===== src/rtl/reset_sequencer_pkg.sv =====
// reset_sequencer shared types: FSM state encoding, default timing
// and the state-to-reset-output decode.
package reset_sequencer_pkg;

  typedef enum logic [2:0] {
    DCM_RST   = 3'd0,
    LOCK_WAIT = 3'd1,
    SETTLE    = 3'd2,
    CALIB     = 3'd3,
    RUN       = 3'd4,
    FAIL      = 3'd5,
    FAULT     = 3'd6
  } state_t;

  localparam int DEF_CNT_W          = 24;
  localparam int DEF_DCM_RST_CYCLES = 8;
  localparam int DEF_LOCK_TIMEOUT   = 33000;
  localparam int DEF_STABLE_CYCLES  = 1024;
  localparam int DEF_CALIB_TIMEOUT  = 3300000;
  localparam int DEF_MAX_RETRY      = 7;

  typedef struct packed {
    logic dcm_rst;
    logic ddr_rst;
    logic sys_rst;
    logic fault;
  } rst_out_t;

  function automatic rst_out_t decode(state_t s);
    rst_out_t o;
    o = '{dcm_rst: 1'b0, ddr_rst: 1'b1,
          sys_rst: 1'b1, fault: 1'b0};
    unique case (1'b1)
      (s == DCM_RST): o.dcm_rst = 1'b1;
      (s == CALIB):   o.ddr_rst = 1'b0;
      (s == RUN): begin
        o.ddr_rst = 1'b0;
        o.sys_rst = 1'b0;
      end
      (s == FAULT): begin
        o.dcm_rst = 1'b1;
        o.fault   = 1'b1;
      end
      default: ;
    endcase
    return o;
  endfunction

endpackage


===== src/rtl/reset_sequencer_if.sv =====
// reset_sequencer board-side bundle: DCM/DDR status in,
// reset outputs and debug status out.
interface reset_sequencer_if;
  logic       locked;
  logic       calib_done;
  logic       dcm_rst;
  logic       ddr_rst;
  logic       sys_rst;
  logic       fault;
  logic [2:0] state;
  logic [3:0] retry_count;

  modport master (
    input  locked, calib_done,
    output dcm_rst, ddr_rst, sys_rst,
    output fault, state, retry_count
  );

  modport slave (
    output locked, calib_done,
    input  dcm_rst, ddr_rst, sys_rst,
    input  fault, state, retry_count
  );
endinterface


===== src/rtl/reset_sequencer_sync_2ff.sv =====
// sync_2ff: two-flop synchroniser for one asynchronous level input,
// cleared by the synchronous reset.
module sync_2ff (
  input  logic clk,
  input  logic rst,
  input  logic d,
  output logic q
);
  logic meta;

  always_ff @(posedge clk) begin
    if (rst) begin
      meta <= 1'b0;
      q    <= 1'b0;
    end else begin
      meta <= d;
      q    <= meta;
    end
  end
endmodule


===== src/rtl/reset_sequencer.sv =====
// reset_sequencer: DCM/DDR/system reset FSM on the raw board clock.
// RSTSEQ_CALIB_WAIT_EN adds the wait for DDR calib_done before sys_rst.
module reset_sequencer
  import reset_sequencer_pkg::*;
#(
  parameter int CNT_W          = DEF_CNT_W,
  parameter int DCM_RST_CYCLES = DEF_DCM_RST_CYCLES,
  parameter int LOCK_TIMEOUT   = DEF_LOCK_TIMEOUT,
  parameter int STABLE_CYCLES  = DEF_STABLE_CYCLES,
  parameter int CALIB_TIMEOUT  = DEF_CALIB_TIMEOUT,
  parameter int MAX_RETRY      = DEF_MAX_RETRY
) (
  input logic         clk,
  input logic         rst,
  reset_sequencer_if.master bus
);

  localparam longint LIM = longint'(1) << CNT_W;

  if (DCM_RST_CYCLES < 3 ||
      longint'(DCM_RST_CYCLES) >= LIM ||
      longint'(LOCK_TIMEOUT) >= LIM ||
      longint'(STABLE_CYCLES) >= LIM ||
      longint'(CALIB_TIMEOUT) >= LIM) begin : g_bad_timing
    $error("reset_sequencer: timing parameter out of range");
  end
  if (MAX_RETRY < 1 || MAX_RETRY > 15) begin : g_bad_retry
    $error("reset_sequencer: MAX_RETRY must be 1..15");
  end

  localparam logic [CNT_W-1:0] C_DCM    = CNT_W'(DCM_RST_CYCLES - 1);
  localparam logic [CNT_W-1:0] C_LOCK   = CNT_W'(LOCK_TIMEOUT - 1);
  localparam logic [CNT_W-1:0] C_STABLE = CNT_W'(STABLE_CYCLES - 1);
  localparam logic [CNT_W-1:0] C_CALIB  = CNT_W'(CALIB_TIMEOUT - 1);
  localparam logic [CNT_W-1:0] C_MAX    = '1;
  localparam logic [3:0]       R_MAX    = 4'(MAX_RETRY);

  logic             locked_s;
  logic             calib_s;
  state_t           state, state_n;
  logic [CNT_W-1:0] cnt;
  logic [3:0]       retry, retry_n, retry_inc;
  rst_out_t         outs;

  sync_2ff u_lock_sync (
    .clk (clk),
    .rst (rst),
    .d   (bus.locked),
    .q   (locked_s)
  );

`ifdef RSTSEQ_CALIB_WAIT_EN
  sync_2ff u_calib_sync (
    .clk (clk),
    .rst (rst),
    .d   (bus.calib_done),
    .q   (calib_s)
  );
`else
  logic unused_calib;
  assign unused_calib = bus.calib_done;
  assign calib_s      = 1'b0;
`endif

  assign retry_inc = (retry == R_MAX) ? retry : retry + 4'd1;

  always_comb begin
    state_n = state;
    retry_n = retry;
    case (state)
      DCM_RST:
        if (cnt == C_DCM) state_n = LOCK_WAIT;
      LOCK_WAIT:
        if (locked_s)           state_n = SETTLE;
        else if (cnt == C_LOCK) state_n = FAIL;
      SETTLE:
        if (!locked_s) state_n = FAIL;
        else if (cnt == C_STABLE) begin
`ifdef RSTSEQ_CALIB_WAIT_EN
          state_n = CALIB;
`else
          state_n = RUN;
`endif
        end
      // lock loss outranks calib_done and the timeout
      CALIB:
        if (!locked_s)           state_n = FAIL;
        else if (calib_s)        state_n = RUN;
        else if (cnt == C_CALIB) state_n = FAIL;
      RUN:
        if (!locked_s) state_n = FAIL;
      FAIL: begin
        retry_n = retry_inc;
        state_n = (retry_inc >= R_MAX) ? FAULT : DCM_RST;
      end
      default: state_n = FAULT;
    endcase
    if (state_n == RUN && state != RUN) retry_n = '0;
  end

  always_ff @(posedge clk) begin
    if (rst) begin
      state <= DCM_RST;
      cnt   <= '0;
      retry <= '0;
      outs  <= decode(DCM_RST);
    end else begin
      state <= state_n;
      retry <= retry_n;
      outs  <= decode(state_n);
      if (state_n != state) cnt <= '0;
      else if (cnt != C_MAX) cnt <= cnt + 1'b1;
    end
  end

  assign bus.dcm_rst     = outs.dcm_rst;
  assign bus.ddr_rst     = outs.ddr_rst;
  assign bus.sys_rst     = outs.sys_rst;
  assign bus.fault       = outs.fault;
  assign bus.state       = state;
  assign bus.retry_count = retry;

endmodule


===== src/flat_wrapper.sv =====
// flat-port wrapper written by rule: the top's interface ports become plain ports
module reset_sequencer_flat import reset_sequencer_pkg::*;
#(
  parameter int CNT_W          = DEF_CNT_W,
  parameter int DCM_RST_CYCLES = DEF_DCM_RST_CYCLES,
  parameter int LOCK_TIMEOUT   = DEF_LOCK_TIMEOUT,
  parameter int STABLE_CYCLES  = DEF_STABLE_CYCLES,
  parameter int CALIB_TIMEOUT  = DEF_CALIB_TIMEOUT,
  parameter int MAX_RETRY      = DEF_MAX_RETRY
)
  (clk, rst, bus_locked, bus_calib_done, bus_dcm_rst, bus_ddr_rst, bus_sys_rst, bus_fault, bus_state, bus_retry_count);
  reset_sequencer_if bus_i ();
  input logic clk;
  input logic rst;
  input wire logic [$bits(bus_i.locked)-1:0] bus_locked;
  input wire logic [$bits(bus_i.calib_done)-1:0] bus_calib_done;
  output wire logic [$bits(bus_i.dcm_rst)-1:0] bus_dcm_rst;
  output wire logic [$bits(bus_i.ddr_rst)-1:0] bus_ddr_rst;
  output wire logic [$bits(bus_i.sys_rst)-1:0] bus_sys_rst;
  output wire logic [$bits(bus_i.fault)-1:0] bus_fault;
  output wire logic [$bits(bus_i.state)-1:0] bus_state;
  output wire logic [$bits(bus_i.retry_count)-1:0] bus_retry_count;
  assign bus_i.locked = bus_locked;
  assign bus_i.calib_done = bus_calib_done;
  assign bus_dcm_rst = bus_i.dcm_rst;
  assign bus_ddr_rst = bus_i.ddr_rst;
  assign bus_sys_rst = bus_i.sys_rst;
  assign bus_fault = bus_i.fault;
  assign bus_state = bus_i.state;
  assign bus_retry_count = bus_i.retry_count;
  reset_sequencer #(.CNT_W(CNT_W), .DCM_RST_CYCLES(DCM_RST_CYCLES), .LOCK_TIMEOUT(LOCK_TIMEOUT), .STABLE_CYCLES(STABLE_CYCLES), .CALIB_TIMEOUT(CALIB_TIMEOUT), .MAX_RETRY(MAX_RETRY)) u_core (.clk(clk), .rst(rst), .bus(bus_i));
endmodule

===== config.mk =====
export PLATFORM = sky130hd
export DESIGN_NAME = reset_sequencer_flat
export DESIGN_NICKNAME = d
export VERILOG_FILES = /design/src/rtl/reset_sequencer_pkg.sv /design/src/rtl/reset_sequencer_if.sv /design/src/rtl/reset_sequencer_sync_2ff.sv /design/src/rtl/reset_sequencer.sv /design/src/flat_wrapper.sv
export SDC_FILE = /design/constraint.sdc
export NUM_CORES = 1
export LEC_CHECK = 0
export ABC_AREA = 1
export CORE_ASPECT_RATIO = 1.5
export CORE_UTILIZATION = 45
export DETAILED_ROUTE_END_ITERATION = 16
export MAX_ROUTING_LAYER = met4
export SETUP_SLACK_MARGIN = 0.3
export SLEW_MARGIN = 20
export SYNTH_ARGS = -nofsm -noshare
export SYNTH_HDL_FRONTEND = slang
export SYNTH_SLANG_ARGS = --single-unit

===== constraint.sdc =====
create_clock -name clk -period 2.7 [get_ports clk]
set_input_delay 0.675 -clock clk [delete_from_list [all_inputs] [get_ports clk]]
set_output_delay 0.675 -clock clk [all_outputs]
set_load 0.1 [all_outputs]

==> metrics.yaml, run 1 <==
run_status:
  status: "finished, final reports clean"
floorplan:
  die_w_um: 60.81
  dieArea_mm2: 0.005486
  start_util: 0.4740
  fp-row-count: 31
  io_pins: 15
  die_y_um: 90.22
  core_mm2: 0.004926
drt:
  antenna_left: 0
  vias: 2137
  wl_per_cell_um: 12.25
  drcViolationCount: 0
  drtIter0Drc: 103
  dr.pass1.iters: 4
  drt_wl_total_mm: 5.182
  via_per_inst: 5.052
yosys:
  synthAdderAreaFrac: 0.01072
  synth_nets: 352
  ys_seq_area_frac: 0.3173
  synthSimpleGateAreaFrac: 0.4695
  synth_area_per_cell_um2: 6.748
  synth_xor_area_frac: 0.07128
  syn_area_mm2: 0.002335
  synth_top_family_by_area: "simple AND/OR/NAND/NOR gates"
  synth_mux_area_frac: 0
  synth-seq-cells: 37
  yosys_most_used_dff: "dfxtp_1"
  async_flop_share: 0
  synthCells: 346
  yosysWarningCount: 0
  ys_types: 33
  synth_edf_count: 0
  synth_compound_area_frac: 0.03483
clocking:
  cts_max_path_buffers: 2
  cts-htree-levels: 2
  clock-root-buffer: "clkbuf_8"
  clk_latency_ns: 0.29
  post_cts.repair.setup_buffers: 0
  cts_tree: "done"
  post_cts_resized: 0
  cts_buffers: 5
  clock_sinks: 37
  cts_hold_buf: 0
  clk_pin_slew_worst_paths_ns: 0.07
critical_path:
  worst-setup-path-type: "flip-flop to flip-flop"
  path_max_fanout: 24
  cp.arrival_ns: 2.30
  crit_required_ns: 2.87
  worst_setup_path_start_kind: "flip-flop"
  end_kind: "flip-flop"
  reg2reg_depth: 11
layout:
  final_cell_mix: "72 x nand2_1, 61 x nor2_1, 38 x inv_1"
  stdcell_count: 423
  n_antenna_cell: 0
  syn2layout_area_growth_pct: 9.325
  fillCellCount: 538
  nets: 363
  final_common_cell: "nand2_1"
  drive_gt1_frac: 0.1681
power:
  comb_power_share: 0.050
  powerDensity_mw_per_mm2: 393.0
  pwr-share-seq: 0.558
  p_sw_frac: 0.2297
  switching_power_w: 0.0002304
  clkPwrFrac: 0.392
  peakVddDrop_v: 0.0002377
  p_leak_nw: 1.117
  internal_power_w: 0.0007728
sta:
  clock.fmax_mhz: 470.5
  relSlewSlack: 0.6752
  finalCritPeriodShare: 0.7871
  rsz0062_at_grt: "no"
  slew_violations: 0
  setup_viol: 0
  tns_ns: 0
  min_period_ns: 2.125
  finalHoldViolCount: 0
  worstMarginPinSlew_ns: 0.4865
  fin_skew_ns: 0.008078
global_routing:
  grt_pass1_vias: 2090
  grt_pass1_wl_mm: 9.101
  grt_max_degree: 25
  antenna_found_initial: 0
  grt_use_total: 0.2230
  grt-ovfl-total: 0
placed_design:
  dp_hpwl_mm: 3.971
  routabilityCongestion: 0.8686
  place_inst: 416
  port_buffers: 13
hold_path:
  worst_hold_path.num_cells: 2
  hold_path.class: "flip-flop to flip-flop"
job:
  maxCapViolCount: 0
-- cells in the mapped netlist, types with 2 or more instances --
cell | count | area share
a21oi_1 | 11 | 0.024
ha_1 | 2 | 0.011
buf_6 | 2 | 0.0096
nand3_2 | 5 | 0.021
xnor2_1 | 4 | 0.015
nand3_1 | 22 | 0.047
nand2_2 | 3 | 0.0080
xor2_1 | 15 | 0.056
nor3_1 | 9 | 0.019
nand2_1 | 72 | 0.12
buf_2 | 6 | 0.013
inv_2 | 4 | 0.0064
nand4_1 | 15 | 0.040
dfxtp_1 | 37 | 0.32
nor2_1 | 61 | 0.098
nor2_2 | 21 | 0.056
nor4_1 | 3 | 0.0080
buf_4 | 2 | 0.0064
inv_1 | 38 | 0.061
-- registers in the layout, summed over array words and instances, names as in the netlist --
signal                   cells
u_core.u_lock_sync.q         1
u_core.bus.state             3
u_core.bus.sys_rst           1
u_core.u_lock_sync.meta      1
u_core.bus.ddr_rst           1
u_core.cnt                  24
u_core.bus.retry_count       4
u_core.bus.fault             1
u_core.bus.dcm_rst           1
-- stage by stage --
step	instance area, µm²	total power (W)	hold slack [ns]	util	worst slack (ns)
after floorplan	2337	0.0006118	0.3883	-	0.3432
after global placement	2462	0.0006215	0.3909	0.4999	0.5030
after detailed placement	2462	0.0006224	0.4025	0.4999	0.4926
after CTS	2549	0.001017	0.4158	0.5174	0.4672
after global routing	2552	0.001050	0.4472	0.5182	0.3360
final	2552	0.001003	0.4121	0.5182	0.5748
-- cell type report --
type	instances	area [µm²]	share of cell area
multi-input combinational	257	1369	0.5363
sequential	37	743.2	0.2912
inverter	42	157.7	0.06176
timing repair buffer	14	113.9	0.04461
clock buffer	7	86.33	0.03382
tap	66	82.58	0.03235
-- worst max-delay path: stages, from the launching register on --
cell,delay [ns]
dfxtp_1,0.40
ha_1,0.28
nand3_2,0.17
nor2_4,0.21
nand3_1,0.14
a21oi_1,0.18
nor2_1,0.08
nand2_1,0.08
nand2_2,0.06
nand4_4,0.06
buf_6,0.27
nor2_1,0.06
-- layer usage --
layer | vias to the layer above | GRT usage | part of all wire | wire length, µm
li1 | 1117 | - | - | -
met1 | 977 | 0.2304 | 0.41 | 2132
met2 | 34 | 0.4011 | 0.55 | 2842
met3 | 9 | 0.04029 | 0.024 | 126
met4 | 0 | 0.07955 | 0.016 | 81
met5 | - | - | 0 | 0
-- power groups by stage --
| stage | clock [W] | sequential, W | combinational [W] |
|---|---|---|---|
| 2_1_floorplan | 0 | 0.000573 | 0.0000385 |
| 3_3_place_gp | 0 | 0.000573 | 0.0000489 |
| 3_5_place_dp | 0 | 0.000573 | 0.0000496 |
| 4_1_cts | 0.000407 | 0.000560 | 0.0000499 |
| 5_1_grt | 0.000433 | 0.000561 | 0.0000562 |
| 6_report | 0.000394 | 0.000560 | 0.0000497 |
-- cells by family (layout without fill, tap and decap cells) --
| logic type | after synthesis | in the layout |
|---|---|---|
| xor+xnor | 19 | 19 |
| flops | 37 | 37 |
| buf+inv | 52 | 63 |
| fa+ha+maj | 2 | 2 |
| compound gates | 15 | 15 |
| simple gates | 221 | 221 |
-- final timing paths --
kind	startpoint	to	slack, ns
max	u_core.cnt[0]$_SDFFE_PP0P_	u_core.cnt[2]$_SDFFE_PP0P_	0.57
max reg2reg	u_core.cnt[0]$_SDFFE_PP0P_	u_core.cnt[2]$_SDFFE_PP0P_	0.57
min reg2reg	u_core.u_lock_sync.meta$_SDFF_PP0_	u_core.u_lock_sync.q$_SDFF_PP0_	0.41
min	u_core.u_lock_sync.meta$_SDFF_PP0_	u_core.u_lock_sync.q$_SDFF_PP0_	0.41
Note: power is estimated with default switching activity, not from simulation.
==> run 2, diff against run 1 <==
==> constraint.sdc (replaced) <==
create_clock -name clk -period 2 [get_ports clk]
set_input_delay 0.5 -clock clk [delete_from_list [all_inputs] [get_ports clk]]
set_output_delay 0.5 -clock clk [all_outputs]
set_load 0.1 [all_outputs]
==> run 2 against run 1 <==
  * Combinational power grew to 2.7 times the previous value
  * Via count is 8.6% higher
  * Largest power group unchanged
  * Flip-flop and latch count unchanged
  * Highest routed layer unchanged
  * First-iteration DRC count shrank 17%
  * Worst hold slack worse by 0.0054 ns
  * Die area unchanged
  * Total power rose by 51%
  * Count of clock-buffer cells in the layout down 2
  * Final area up 27%
==> metrics.yaml, run 2 (synthesized netlist as in run 1, its figures left out) <==
layout:
  drive_gt1_frac: 0.3636
  final_cell_mix: "65 x nand2_1, 44 x nor2_1, 38 x inv_1"
  syn2layout_area_growth_pct: 38.59
  fin_area_mm2: 0.003236
  n_antenna_cell: 0
  final_common_cell: "nand2_1"
  largest_reg_flops: 24
  regMostFlops: "u_core.cnt"
  nets: 390
power:
  peakVddDrop_v: 0.0003801
  clkPwrFrac: 0.419
  p_sw_frac: 0.2320
  internal_power_w: 0.001164
  switching_power_w: 0.0003518
  comb_power_share: 0.089
  powerDensity_mw_per_mm2: 468.6
  pwr-share-seq: 0.492
  p_leak_nw: 1.356
critical_path:
  end_kind: "flip-flop"
  crit_required_ns: 2.24
  slowest_stage: "dfxtp_2"
  worst_setup_path_start_kind: "flip-flop"
  worst-setup-path-type: "flip-flop to flip-flop"
  path_max_fanout: 6
  cp-startpoint: "u_core.cnt[1]$_SDFFE_PP0P_"
  crit_top_cell: "nand2_2"
  cp.arrival_ns: 2.05
  crit_chain: "ha_4 -> buf_6 -> nand3_4 -> nor2_1 -> nand3_1 -> nand2_2 -> a21oi_2 -> nand2_1 -> nand2_2 -> nand4_4 -> clkbuf_16 -> nor2_2"
  critical_path.max_stage_delay_ns: 0.34
  reg2reg_from: "u_core.cnt[1]$_SDFFE_PP0P_"
placed_design:
  place_area_mm2: 0.002719
  dp_hpwl_mm: 4.188
  port_buffers: 13
  routabilityCongestion: 0.8630
  pre_cts_ws_ns: 0.1322
global_routing:
  antenna_found_initial: 0
  grt-ovfl-total: 0
  grt_max_degree: 25
  grt_pass1_wl_mm: 9.694
  grt_use_total: 0.2382
  grt_pass1_vias: 2221
sta:
  slew_violations: 0
  clock.fmax_mhz: 551.4
  relSlewSlack: 0.7550
  worstMarginPinSlew_ns: 0.3642
  fin_skew_ns: 0.007266
  setup_viol: 0
  min_period_ns: 1.813
  hold_slack_ns: 0.4067
  finalHoldViolCount: 0
  tns_ns: 0
  finalCritPeriodShare: 0.9067
  final.setup.worst_slack_ns: 0.1866
  rsz0062_at_grt: "yes"
drt:
  wl_per_cell_um: 12.86
  via_per_inst: 5.144
  drcViolationCount: 0
  dr.pass1.iters: 4
  antenna_left: 0
  drtIter0Drc: 85
  drt_wl_total_mm: 5.801
  vias: 2320
clocking:
  clk_pin_slew_worst_paths_ns: 0.08
  cts-htree-levels: 2
  clock_sinks: 37
  cts_tree: "done"
  clock-root-buffer: "clkbuf_8"
  clk_latency_ns: 0.29
  cts_hold_buf: 0
  cts_buffers: 5
  cts_max_path_buffers: 2
run_status:
  status: "finished, final reports clean"
floorplan:
  core_mm2: 0.004926
  die_y_um: 90.22
  fp-row-count: 31
  start_util: 0.4740
  dieArea_mm2: 0.005486
  die_w_um: 60.81
  io_pins: 15
hold_path:
  hold_path.class: "flip-flop to flip-flop"
  hold_path.startpoint: "u_core.u_lock_sync.meta$_SDFF_PP0_"
job:
  maxCapViolCount: 0
-- run 2: repair_timing --
item	4_1_cts	5_1_grt
hold endpoints to repair	0	0
setup buffers	9	4
setup endpoints to repair	30	31
gates cloned	0	3
gates resized for setup	17	48
pin swaps	9	15
-- run 2: stage by stage --
step / util / total power, W / instances
after global placement: 0.5519 / 0.0008450 / 427
after detailed placement: 0.5519 / 0.0008454 / 427
after global routing: 0.6568 / 0.001586 / 451
final: 0.6568 / 0.001516 / 451
after floorplan: - / 0.0008194 / 346
after CTS: 0.6015 / 0.001501 / 444
-- run 2: per-layer routing --
| layer | track usage | routed length (µm) | vias to the layer above |
|---|---|---|---|
| met5 | - | 0 | - |
| met4 | 0.1212 | 218 | 0 |
| met3 | 0.03597 | 106 | 18 |
| met2 | 0.4240 | 3273 | 35 |
| met1 | 0.2377 | 2203 | 1095 |
| li1 | - | - | 1172 |
-- run 2: power by group through the flow --
stage / Combinational [W] / Clock, W / Sequential [W]
CTS: 0.0000934 / 0.000660 / 0.000748
global placement: 0.0000838 / 0 / 0.000761
detailed placement: 0.0000836 / 0 / 0.000762
global route: 0.000146 / 0.000694 / 0.000747
finish: 0.000136 / 0.000635 / 0.000745
floorplan: 0.0000533 / 0 / 0.000766
-- run 2: worst max-delay path, delay by kind of cell (launching register included) --
kind	cells	cell delay, ns
buf+inv	2	0.35
flops	1	0.34
fa+ha+maj	1	0.16
compound gates	1	0.18
simple gates	8	0.71
-- run 2: layout make-up --
type	count	area (µm²)
clock inverters	3	41.29
clock buffers	5	68.82
multi-input cells	257	1625
repair buffers	41	480.5
fillers	447	1690
well taps	66	82.58
flip-flops and latches	37	779.5
inverters	42	157.7
-- run 2: path summary, 6_finish.rpt --
check | endpoint | depth (start not counted) | slack [ns]
worst min register to register | u_core.u_lock_sync.q$_SDFF_PP0_ | 2 | 0.41
worst min-delay path | u_core.u_lock_sync.q$_SDFF_PP0_ | 2 | 0.41
worst max-delay path | u_core.cnt[0]$_SDFFE_PP0P_ | 12 | 0.19
worst max register to register | u_core.cnt[0]$_SDFFE_PP0P_ | 12 | 0.19
